--- src/rtl/stack_arbiter_if.sv ---
// stack_arbiter_if: requester, stack and status signals of the two-port LIFO arbiter
interface stack_arbiter_if #(parameter int DEPTH = 32);
  localparam int OW = $clog2(DEPTH + 1);
  logic          a_push_req;
  logic          a_pop_req;
  logic [7:0]    a_data_in;
  logic          a_ack;
  logic [7:0]    a_data_out;
  logic          a_error;
  logic          b_push_req;
  logic          b_pop_req;
  logic [7:0]    b_data_in;
  logic          b_ack;
  logic [7:0]    b_data_out;
  logic          b_error;
  logic          stack_push;
  logic          stack_pop;
  logic [7:0]    stack_data_in;
  logic [7:0]    stack_data_out;
  logic          stack_error;
  logic          busy;
  logic [OW-1:0] occupancy;
  modport slave (
    input  a_push_req, a_pop_req, a_data_in, b_push_req, b_pop_req, b_data_in,
           stack_data_out, stack_error,
    output a_ack, a_data_out, a_error, b_ack, b_data_out, b_error,
           stack_push, stack_pop, stack_data_in, busy, occupancy
  );
  modport master (
    output a_push_req, a_pop_req, a_data_in, b_push_req, b_pop_req, b_data_in,
           stack_data_out, stack_error,
    input  a_ack, a_data_out, a_error, b_ack, b_data_out, b_error,
           stack_push, stack_pop, stack_data_in, busy, occupancy
  );
endinterface

--- src/rtl/stack_arbiter.sv ---
// stack_arbiter: round-robin sharing of one LIFO stack between two requesters with overflow/underflow rejection
module stack_arbiter #(
  parameter int DEPTH   = 32,
  parameter int LATENCY = 1
) (
  input logic           clk,
  input logic           reset,
  stack_arbiter_if.slave bus
);
  localparam int OW = $clog2(DEPTH + 1);
  localparam int CW = $clog2(LATENCY + 1);
  typedef enum logic [1:0] {IDLE, ISSUE, WAIT, RESP} state_t;
  state_t        state, state_n;
  logic          win_b, last_b, push_op, err;
  logic [7:0]    data, a_hold, b_hold;
  logic          a_err_hold, b_err_hold;
  logic [OW-1:0] occ;
  logic [CW-1:0] cnt;
  logic          a_act, b_act, sel_b, req_push, req_pop, illegal, last_cnt;
  logic [7:0]    req_data;
  always_comb begin
    a_act    = bus.a_push_req | bus.a_pop_req;
    b_act    = bus.b_push_req | bus.b_pop_req;
    sel_b    = b_act & (~a_act | ~last_b);
    req_push = sel_b ? bus.b_push_req : bus.a_push_req;
    req_pop  = sel_b ? bus.b_pop_req : bus.a_pop_req;
    req_data = sel_b ? bus.b_data_in : bus.a_data_in;
    illegal  = (req_push & req_pop) | (req_pop & (occ == '0)) | (req_push & (occ == OW'(DEPTH)));
    last_cnt = cnt == CW'(LATENCY - 1);
    state_n  = state == IDLE  ? ((a_act | b_act) ? (illegal ? RESP : ISSUE) : IDLE) :
               state == ISSUE ? WAIT :
               state == WAIT  ? (last_cnt ? RESP : WAIT) : IDLE;
  end
  always_ff @(posedge clk) begin
    if (reset) begin
      state      <= IDLE;
      last_b     <= 1'b1;
      win_b      <= 1'b0;
      push_op    <= 1'b0;
      err        <= 1'b0;
      data       <= '0;
      occ        <= '0;
      cnt        <= '0;
      a_hold     <= '0;
      b_hold     <= '0;
      a_err_hold <= 1'b0;
      b_err_hold <= 1'b0;
    end else begin
      state <= state_n;
      if (state == IDLE && (a_act | b_act)) begin
        win_b   <= sel_b;
        last_b  <= sel_b;
        push_op <= req_push;
        data    <= req_data;
        err     <= illegal;
      end
      if (state == ISSUE) begin
        occ <= push_op ? occ + OW'(1) : occ - OW'(1);
        cnt <= '0;
      end
      if (state == WAIT) begin
        cnt <= cnt + CW'(1);
        if (last_cnt) begin
          err  <= bus.stack_error;
          data <= push_op ? data : bus.stack_data_out;
        end
      end
      if (state == RESP && !win_b) begin
        a_hold     <= data;
        a_err_hold <= err;
      end
      if (state == RESP && win_b) begin
        b_hold     <= data;
        b_err_hold <= err;
      end
    end
  end
  // data_out/error show the live response during the ack cycle, then hold it
  always_comb begin
    bus.a_ack         = state == RESP && !win_b;
    bus.b_ack         = state == RESP && win_b;
    bus.a_data_out    = bus.a_ack ? data : a_hold;
    bus.b_data_out    = bus.b_ack ? data : b_hold;
    bus.a_error       = bus.a_ack ? err : a_err_hold;
    bus.b_error       = bus.b_ack ? err : b_err_hold;
    bus.stack_push    = state == ISSUE && push_op;
    bus.stack_pop     = state == ISSUE && !push_op;
    bus.stack_data_in = bus.stack_push ? data : 8'h00;
    bus.busy          = state != IDLE;
    bus.occupancy     = occ;
  end
endmodule

--- src/flat_wrapper.sv ---
// flat-port wrapper written by rule: the top's interface ports become plain ports
module stack_arbiter_flat 
#(
  parameter int DEPTH   = 32,
  parameter int LATENCY = 1
)
  (clk, reset, bus_a_push_req, bus_a_pop_req, bus_a_data_in, bus_b_push_req, bus_b_pop_req, bus_b_data_in, bus_stack_data_out, bus_stack_error, bus_a_ack, bus_a_data_out, bus_a_error, bus_b_ack, bus_b_data_out, bus_b_error, bus_stack_push, bus_stack_pop, bus_stack_data_in, bus_busy, bus_occupancy);
  stack_arbiter_if #(.DEPTH(DEPTH)) bus_i ();
  input logic clk;
  input logic reset;
  input wire logic [$bits(bus_i.a_push_req)-1:0] bus_a_push_req;
  input wire logic [$bits(bus_i.a_pop_req)-1:0] bus_a_pop_req;
  input wire logic [$bits(bus_i.a_data_in)-1:0] bus_a_data_in;
  input wire logic [$bits(bus_i.b_push_req)-1:0] bus_b_push_req;
  input wire logic [$bits(bus_i.b_pop_req)-1:0] bus_b_pop_req;
  input wire logic [$bits(bus_i.b_data_in)-1:0] bus_b_data_in;
  input wire logic [$bits(bus_i.stack_data_out)-1:0] bus_stack_data_out;
  input wire logic [$bits(bus_i.stack_error)-1:0] bus_stack_error;
  output wire logic [$bits(bus_i.a_ack)-1:0] bus_a_ack;
  output wire logic [$bits(bus_i.a_data_out)-1:0] bus_a_data_out;
  output wire logic [$bits(bus_i.a_error)-1:0] bus_a_error;
  output wire logic [$bits(bus_i.b_ack)-1:0] bus_b_ack;
  output wire logic [$bits(bus_i.b_data_out)-1:0] bus_b_data_out;
  output wire logic [$bits(bus_i.b_error)-1:0] bus_b_error;
  output wire logic [$bits(bus_i.stack_push)-1:0] bus_stack_push;
  output wire logic [$bits(bus_i.stack_pop)-1:0] bus_stack_pop;
  output wire logic [$bits(bus_i.stack_data_in)-1:0] bus_stack_data_in;
  output wire logic [$bits(bus_i.busy)-1:0] bus_busy;
  output wire logic [$bits(bus_i.occupancy)-1:0] bus_occupancy;
  assign bus_i.a_push_req = bus_a_push_req;
  assign bus_i.a_pop_req = bus_a_pop_req;
  assign bus_i.a_data_in = bus_a_data_in;
  assign bus_i.b_push_req = bus_b_push_req;
  assign bus_i.b_pop_req = bus_b_pop_req;
  assign bus_i.b_data_in = bus_b_data_in;
  assign bus_i.stack_data_out = bus_stack_data_out;
  assign bus_i.stack_error = bus_stack_error;
  assign bus_a_ack = bus_i.a_ack;
  assign bus_a_data_out = bus_i.a_data_out;
  assign bus_a_error = bus_i.a_error;
  assign bus_b_ack = bus_i.b_ack;
  assign bus_b_data_out = bus_i.b_data_out;
  assign bus_b_error = bus_i.b_error;
  assign bus_stack_push = bus_i.stack_push;
  assign bus_stack_pop = bus_i.stack_pop;
  assign bus_stack_data_in = bus_i.stack_data_in;
  assign bus_busy = bus_i.busy;
  assign bus_occupancy = bus_i.occupancy;
  stack_arbiter #(.DEPTH(DEPTH), .LATENCY(LATENCY)) u_core (.clk(clk), .reset(reset), .bus(bus_i));
endmodule
--- config.mk ---
export PLATFORM = sky130hd
export DESIGN_NAME = stack_arbiter_flat
export DESIGN_NICKNAME = d
export VERILOG_FILES = /design/src/rtl/stack_arbiter_if.sv /design/src/rtl/stack_arbiter.sv /design/src/flat_wrapper.sv
export SDC_FILE = /design/constraint.sdc
export NUM_CORES = 1
export LEC_CHECK = 0
export CAP_MARGIN = 20
export CORE_MARGIN = 4
export CORE_UTILIZATION = 49
export CTS_CLUSTER_SIZE = 28
export DETAILED_ROUTE_END_ITERATION = 10
export GPL_TIMING_DRIVEN = 0
export PLACE_DENSITY = 0.92
export SYNTH_ARGS = -nofsm -noshare
export SYNTH_HDL_FRONTEND = slang
export SYNTH_SLANG_ARGS = --single-unit
--- constraint.sdc ---
create_clock -name clk -period 4.19 [get_ports clk]
set_input_delay 0.6285 -clock clk [delete_from_list [all_inputs] [get_ports clk]]
set_output_delay 0.6285 -clock clk [all_outputs]
set_load 0.03 [all_outputs]
; Word-level counts from Yosys, hierarchy flattened
; Cells that the tools add are included.
[totals]
latchBits = 0
n_memories = 0
romBits = 0
reg_bits = 39
ram_bits = 0
inputBits = 31
[op_classes]
multipliers = 0
n_eq_ne = 5
bitwise_logic = 12
n_reduce_logical = 11
shifts = 0
muxes = 24
addsub = 3
magnitude_cmp = 0
div_mod_pow = 0
[ops]
columns = cell, count
row1 = 2-to-1 mux 8 bit, 8
row2 = 2-to-1 mux 1 bit, 10
row3 = 2-to-1 mux 2 bit, 5
row4 = "adder 6 x 1 -> 6 bit, second input constant", 1
row5 = "== test 6 bit, second input constant", 1
row6 = logical NOT 6 bit, 1
row7 = 2-to-1 mux 6 bit, 1
row8 = OR 1 bit, 6
row9 = "subtractor 6 x 1 -> 6 bit, second input constant", 1
row10 = logical AND 1 bit, 5
row11 = bitwise AND 1 bit, 4
row12 = "== test 2 bit, second input constant", 2
row13 = nonzero test 2 bit, 2
row14 = "inequality test 3 bit, second input constant", 1
row15 = "== test 2 x 1 -> 1 bit, second input constant", 1
row16 = logical NOT 1 bit, 2
row17 = logical NOT 2 bit, 1
row18 = inverter 1 bit, 2
row19 = "adder 1 bit, second input constant", 1

; Logic depth before layout (Yosys ltp)
; Gate-level depths: netlist of the first run.
[depth]
depth_word = 11
depth_mapped = 8
ltp_nobuf = 7

; Worst setup path after synthesis of the first run
; Ideal clock, no wire load.
[synth_path]
kind = register to register
startpoint = register u_core.push_op
endpoint = register u_core.occ[5] (netlist: u_core.bus.occupancy[5])
setup_ns = 0.128
arrival_time_ns = 1.931
path_slack_ns = 2.131
period_less_slack_ns = 2.059
path_stages_with_launch = 9
path_cell_list = dfxtp_1 > clkbuf_1 > inv_1 > ha_1 > or4b_1 > a311o_1 > o211ai_1 > xnor2_1 > nor2_1
[synth_between]
elab_chain_cells = 1
[synth_rtl]
columns = item, line
row1 = from (decl), stack_arbiter.sv:14  ; logic win_b, last_b, push_op, err;
row2 = from (signal assigned), stack_arbiter.sv:53  ; push_op <= req_push;
row3 = 2-to-1 mux 6 bit, stack_arbiter.sv:58  ; occ <= push_op ? occ + OW'(1) : occ - OW'(1);
row4 = to (signal assigned), stack_arbiter.sv:58
row5 = to (decl), stack_arbiter.sv:17  ; logic [OW-1:0] occ;
; Every way passes these cells.
; A chain may end at the register's enable or synchronous reset.

; Final worst setup path of the first run
[layout_path]
startpoint = register u_core.state[0]
endpoint = output bus_a_data_out[3]
[layout_between]
elab_chain_cells = 3
[layout_rtl]
columns = item, line
row1 = from (decl), stack_arbiter.sv:13  ; state_t state, state_n;
row2 = from (signal assigned), stack_arbiter.sv:49  ; state <= state_n;
row3 = == test 2 bit, stack_arbiter.sv:80  ; bus.a_ack = state == RESP && !win_b;
row4 = logical AND 1 bit, stack_arbiter.sv:80
row5 = 2-to-1 mux 8 bit, stack_arbiter.sv:82  ; bus.a_data_out = bus.a_ack ? data : a_hold;
row6 = to (decl), flat_wrapper.sv:20  ; output wire logic [$bits(bus_i.a_data_out)-1:0] bus_a_data_out;
; Every way passes these cells.

==> impl_metrics.json, run 1 <==
{
  "use_met2_pct": 38.5,
  "utilization_pct": 71.5,
  "min_period_ps": 3060,
  "antenna_found_initial": 0,
  "post-route-period-util_pct": 73.0,
  "area_growth_pct": 41.3,
  "busiest_layer": "met2",
  "antenna_left": 0,
  "fin_skew_ps": 4.31,
  "finalMaxSlewViolations": 0,
  "cts_resized": 0,
  "dr.pass1.iters": 4,
  "drc": 0,
  "core_region_area_um2": 4000,
  "synth.distinct_cells": 41,
  "gp_congestion": 0.804,
  "yosysSeqAreaShare_pct": 38.6,
  "power.density_nw_per_um2": 618,
  "wl_per_cell_um": 16.0,
  "clock_sinks": 39,
  "rows": 23,
  "setup_viol": 0,
  "worstSetupEndpointType": "output pin",
  "grt_setup_unrepaired": "no",
  "cts.clk_slew.worst_paths_ps": 80,
  "ys_seq_elements": 39,
  "wl_um": 5510,
  "finalSetupTns_ps": 0,
  "worstSetupStartpointType": "register",
  "seq_area_um2": 781,
  "netlist_instances": 220,
  "num_vias": 1886,
  "start_util_pct": 50.6,
  "num-fill-cells": 308,
  "clk_path_buf_depth": 2,
  "post-cts-setup-buffers": 0,
  "critPathKind": "register to output pin",
  "grt_max_degree": 14,
  "dp_hpwl_um": 4070,
  "p_leak_uw": 0.00118,
  "place_ws_ps": 1460,
  "grt_pass1_vias": 1886,
  "max-slew-margin-rel_pct": 55.8,
  "maxCapViolations": 0,
  "cp_data_arrival_time_ps": 2430,
  "cts_max_level": 2,
  "track_usage_pct": 22.2,
  "crit_required_ps": 3560,
  "layout.nets": 333,
  "initialDrtViolationCount": 53,
  "synth_area_um2": 2020,
  "viasPerCell": 5.48,
  "port_buffers": 66,
  "gr-usage-met3_pct": 5.82,
  "hp-class": "register to register",
  "fmaxAchievable_mhz": 327,
  "cts_buffers": 5,
  "root_buffer": "clkbuf_8",
  "avgSynthCellArea_um2": 9.20,
  "io_pins": 68,
  "grtUsageMet1_pct": 26.6,
  "status": "completed",
  "synth_nets": 260,
  "multiInputGateArea_um2": 1170,
  "grt_overflow": 0,
  "yosys_warnings": 0,
  "cp_max_fo": 10,
  "finalHoldViolations": 0,
  "tightest_slew_ps": 659,
  "irDropWorstVdd_mv": 0.389,
  "die_w_um": 72.3,
  "hold_buffers": 0,
  "insertion_delay_ps": 300,
  "dieArea_um2": 5220,
  "n_antenna_cell": 0,
  "finalWorstSetupSlack_ps": 1130,
  "grt_first_pass_wirelength_um": 9110,
  "fp.dieH_um": 72.3,
  "tritoncts": "done",
  "drive_gt1_share_pct": 10.2
}
==> power breakdown <==
group	internal (uW)	leakage (uW)	switching, uW
combinational	394	0.000807	522
sequential	455	0.000319	80.7
clock	177	0.0000581	138
==> worst paths after layout <==
check	start	to	slack, ps	cells after the start
max reg2reg	u_core.push_op	u_core.bus.occupancy[5]	1640	8
min	u_core.data[3]	u_core.data[3]	520	1
max	u_core.state[0]	bus_a_data_out[3]	1130	5
min reg2reg	u_core.data[3]	u_core.data[3]	520	1
==> routing by layer <==
| metal | share of wire (%) | up-vias | wire [um] |
|---|---|---|---|
| li1 | - | 921 | - |
| met1 | 43 | 905 | 2360 |
| met2 | 50 | 46 | 2760 |
| met3 | 4.7 | 14 | 258 |
| met4 | 2.3 | 0 | 125 |
| met5 | 0 | - | 0 |
==> sequential cells by signal, indices dropped and copies added, names as in the netlist, 2 cells and up <==
signal                cells
u_core.a_hold             8
u_core.state              2
u_core.bus.occupancy      6
u_core.b_hold             8
u_core.data               8
==> cell type report <==
cell class	count	share of cell area [%]
inverter	8	1.05
multi-input combinational	163	41.1
buffer	10	1.36
sequential	39	27.3
clock buffer	5	2.41
clock inverter	3	1.53
tap	50	2.19
timing repair buffer	66	23.1
==> per-stage QoR <==
step | total power [uW] | area, um2 | std cells | hold WS [ps]
floorplan | 1170 | 2020 | 220 | 469
detailed placement | 1450 | 2750 | 336 | 498
CTS | 1770 | 2860 | 344 | 516
global placement | 1420 | 2750 | 336 | 491
finish | 1770 | 2860 | 344 | 521
global route | 1890 | 2860 | 344 | 565
==> cells in the mapped netlist <==
cell type	n	area [um2]
nor2_1	21	78.8
and4_1	1	8.76
o41ai_1	1	8.76
a221oi_1	2	17.5
mux2_2	18	203
o41ai_4	1	27.5
nor4_1	1	6.26
buf_1	1	3.75
nand2_1	24	90.1
a311oi_1	8	70.1
o22ai_1	1	6.26
a311o_1	1	10.0
mux2i_1	3	30.0
and3_1	8	50.1
and2_1	2	12.5
or4b_1	1	10.0
nor2_4	1	11.3
buf_2	1	5.00
dfxtp_1	39	781
nand3b_1	1	7.51
o21ai_2	1	8.76
mux2_1	1	11.3
nand2b_1	2	12.5
o211ai_1	1	7.51
ha_1	8	100
a31oi_1	3	18.8
o21a_1	9	67.6
a22oi_1	1	7.51
a221o_1	1	10.0
o21ai_1	2	10.0
xnor2_1	4	35.0
nor2b_1	22	138
a211o_1	1	8.76
nor3_1	1	5.00
inv_1	8	30.0
a21o_1	2	15.0
a21oi_1	4	20.0
clkbuf_1	8	30.0
fa_1	1	20.0
a211oi_1	3	22.5
or2b_1	1	7.51
==> placed cells by master (no fill, tap or decap), types with 2 or more instances in the layout <==
| master | count |
|---|---|
| mux2i_1 | 3 |
| clkbuf_8 | 5 |
| inv_1 | 8 |
| dfxtp_1 | 39 |
| a221oi_1 | 2 |
| nor2b_1 | 22 |
| a31oi_1 | 3 |
| nor2_1 | 21 |
| mux2_2 | 18 |
| a21o_1 | 2 |
| xnor2_1 | 4 |
| a21oi_1 | 4 |
| nand2_1 | 24 |
| nand2b_1 | 2 |
| and2_1 | 2 |
| o21ai_1 | 2 |
| and3_1 | 8 |
| ha_1 | 8 |
| a311oi_1 | 8 |
| a211oi_1 | 3 |
| o21a_1 | 9 |
| clkdlybuf4s50_1 | 66 |
| clkbuf_1 | 8 |
==> kinds of logic (layout without fill, tap and decap cells) <==
family                     after synthesis  after routing  synth area share, %
buffers and inverters                   18             92                 3.40
DFF                                     39             39                 38.6
xor gates and xnor gates                 4              4                 1.73
and+or+nand+nor                         86             86                 21.6
muxes                                   22             22                 12.1
adders and majority gates                9              9                 5.94
AOI/OAI and AO/OA                       42             42                 16.6
==> worst max-delay path, cell delays in order (launching register included) <==
cell,delay (ps)
dfxtp_1,340
ha_1,210
nand2b_1,70
clkbuf_1,480
mux2_2,410
clkdlybuf4s50_1,620
No activity file was read; power rests on OpenSTA's default activity.
==> inputs of run 2 (changes only) <==
Settings changed: CORE_UTILIZATION 49 to 45, PLACE_DENSITY 0.92 to 0.86.
Clock period 4.19 ns to 3.2 ns, I/O delays scaled along.
==> impl_metrics.json, run 2 (synthesized netlist as in run 1, its figures left out) <==
{
  "max-slew-margin-rel_pct": 54.3,
  "use_met2_pct": 32.0,
  "grt_pass1_vias": 1773,
  "n_antenna_cell": 0,
  "cts.clk_slew.worst_paths_ps": 70,
  "grt_first_pass_wirelength_um": 8450,
  "setup_viol": 0,
  "io_pins": 68,
  "p_leak_uw": 0.00117,
  "min_period_ps": 2890,
  "drive_gt1_share_pct": 9.90,
  "cp_max_fo": 10,
  "initialDrtViolationCount": 100,
  "cpMaxStageDelayCell": "clkdlybuf4s50_1",
  "wl_per_cell_um": 15.5,
  "worstSetupEndpointType": "output pin",
  "wl_um": 5350,
  "drc": 0,
  "finalWorstSetupSlack_ps": 305,
  "grt_overflow": 0,
  "tightest_slew_ps": 683,
  "crit_required_ps": 2720,
  "worstSetupStartpointType": "register",
  "multiInputGateArea_um2": 1170,
  "antenna_found_initial": 0,
  "mostFrequentLayoutCell": "clkdlybuf4s50_1",
  "min_to": "u_core.data[7]",
  "finalMaxSlewViolations": 0,
  "hold_buffers": 0,
  "gr-usage-met3_pct": 3.34,
  "post-cts-setup-buffers": 0,
  "grtUsageMet1_pct": 26.1,
  "num_vias": 1859,
  "tritoncts": "done",
  "cts_buffers": 5,
  "grt_setup_unrepaired": "no",
  "crit_chain": "inv_1 > ha_1 > buf_2 > clkbuf_1 > and3_1 > clkdlybuf4s50_1",
  "fp.dieH_um": 75.1,
  "r2r-end": "u_core.bus.occupancy[5]",
  "rr_worst_depth": 8,
  "rows": 24,
  "critPathKind": "register to output pin",
  "dr.pass1.iters": 4,
  "layout_common_cells": "66 x clkdlybuf4s50_1, 39 x dfxtp_1, 24 x nand2_1, 22 x nor2b_1, 21 x nor2_1",
  "largestRegisters": "u_core.a_hold: 8 flops, u_core.b_hold: 8 flops, u_core.data: 8 flops",
  "num-fill-cells": 360,
  "layout.nets": 333,
  "seq_area_um2": 781,
  "power.density_nw_per_um2": 784,
  "min_path_cells": 1,
  "dieArea_um2": 5630,
  "die_w_um": 75.1,
  "cts_resized": 0,
  "slowest_delay_ps": 690,
  "viasPerCell": 5.39,
  "dp_hpwl_um": 3980,
  "r2r_start": "u_core.push_op",
  "busiest_layer": "met2",
  "irDropWorstVdd_mv": 0.501,
  "gp_congestion": 0.883,
  "port_buffers": 66,
  "cp_data_arrival_time_ps": 2410,
  "maxCapViolations": 0,
  "worstHoldStart": "u_core.data[7]",
  "place_ws_ps": 652,
  "root_buffer": "clkbuf_8",
  "post-route-period-util_pct": 90.5,
  "fin_skew_ps": 4.01,
  "area_growth_pct": 40.2,
  "cts_max_level": 2,
  "clk_path_buf_depth": 2,
  "hp-class": "register to register",
  "finalHoldViolations": 0,
  "clock_sinks": 39,
  "finalSetupTns_ps": 0,
  "start_util_pct": 46.5,
  "track_usage_pct": 20.0,
  "status": "completed",
  "insertion_delay_ps": 290,
  "r2r_slack_ps": 660,
  "antenna_left": 0,
  "grt_max_degree": 12,
  "core_region_area_um2": 4350,
  "fmaxAchievable_mhz": 345
}
[run 2: changes by cell type in the layout (fill, tap and decap cells not counted)]
cell       previous run  this run
clkbuf_8              5         6
clkinv_4              1         0
bufinv_16             1         0
[run 2: per-layer routing]
metal / wire, um / vias up
li1: - / 926
met1: 2310 / 868
met2: 2640 / 56
met3: 303 / 9
met4: 96 / 0
met5: 0 / -
[run 2: worst max-delay path, delay by kind of cell, from the launching register on]
kind                       cells  cell delay, ps
buffers and inverters          4            1390
adders and majority gates      1             160
and+or+nand+nor                1             230
DFF                            1             340
[run 2: how the worst max path moves through the flow]
stage,depth (start not counted),startpoint,slack (ps),end
2_1_floorplan,8,u_core.push_op,1140,u_core.bus.occupancy[5]
3_3_place_gp,5,u_core.state[0],650,bus_a_data_out[7]
3_5_place_dp,5,u_core.state[0],650,bus_a_data_out[7]
4_1_cts,6,u_core.state[1],270,bus_stack_data_in[3]
5_1_grt,6,u_core.state[1],150,bus_stack_data_in[3]
6_report,6,u_core.state[1],310,bus_stack_data_in[3]
[run 2: through the flow]
step / instances / hold slack, ps / total power [uW] / utilization [%] / area, um2
after detailed placement: 338 / 502 / 1900 / 63.1 / 2750
final: 345 / 509 / 2230 / 65.1 / 2840
after CTS: 345 / 519 / 2240 / 65.1 / 2840
after floorplan: 220 / 469 / 1530 / - / 2020
after global placement: 338 / 494 / 1870 / 63.1 / 2750
after global routing: 345 / 540 / 2390 / 65.1 / 2840
[run 2: report_power, final]
part / internal [uW] / switching, uW / leakage (uW)
clock network: 169 / 164 / 0.0000470
registers: 597 / 105 / 0.000319
logic: 516 / 675 / 0.000807
total: 1280 / 943 / 0.00117
[run 2: area by class of cell]
| class | count | share of cell area, % |
|---|---|---|
| flip-flops and latches | 39 | 27.5 |
| inverters | 8 | 1.06 |
| clock inverters | 1 | 0.176 |
| repair buffers | 66 | 23.3 |
| well taps | 52 | 2.29 |
| clock buffers | 6 | 2.91 |
| plain buffers | 10 | 1.37 |
| multi-input cells | 163 | 41.4 |
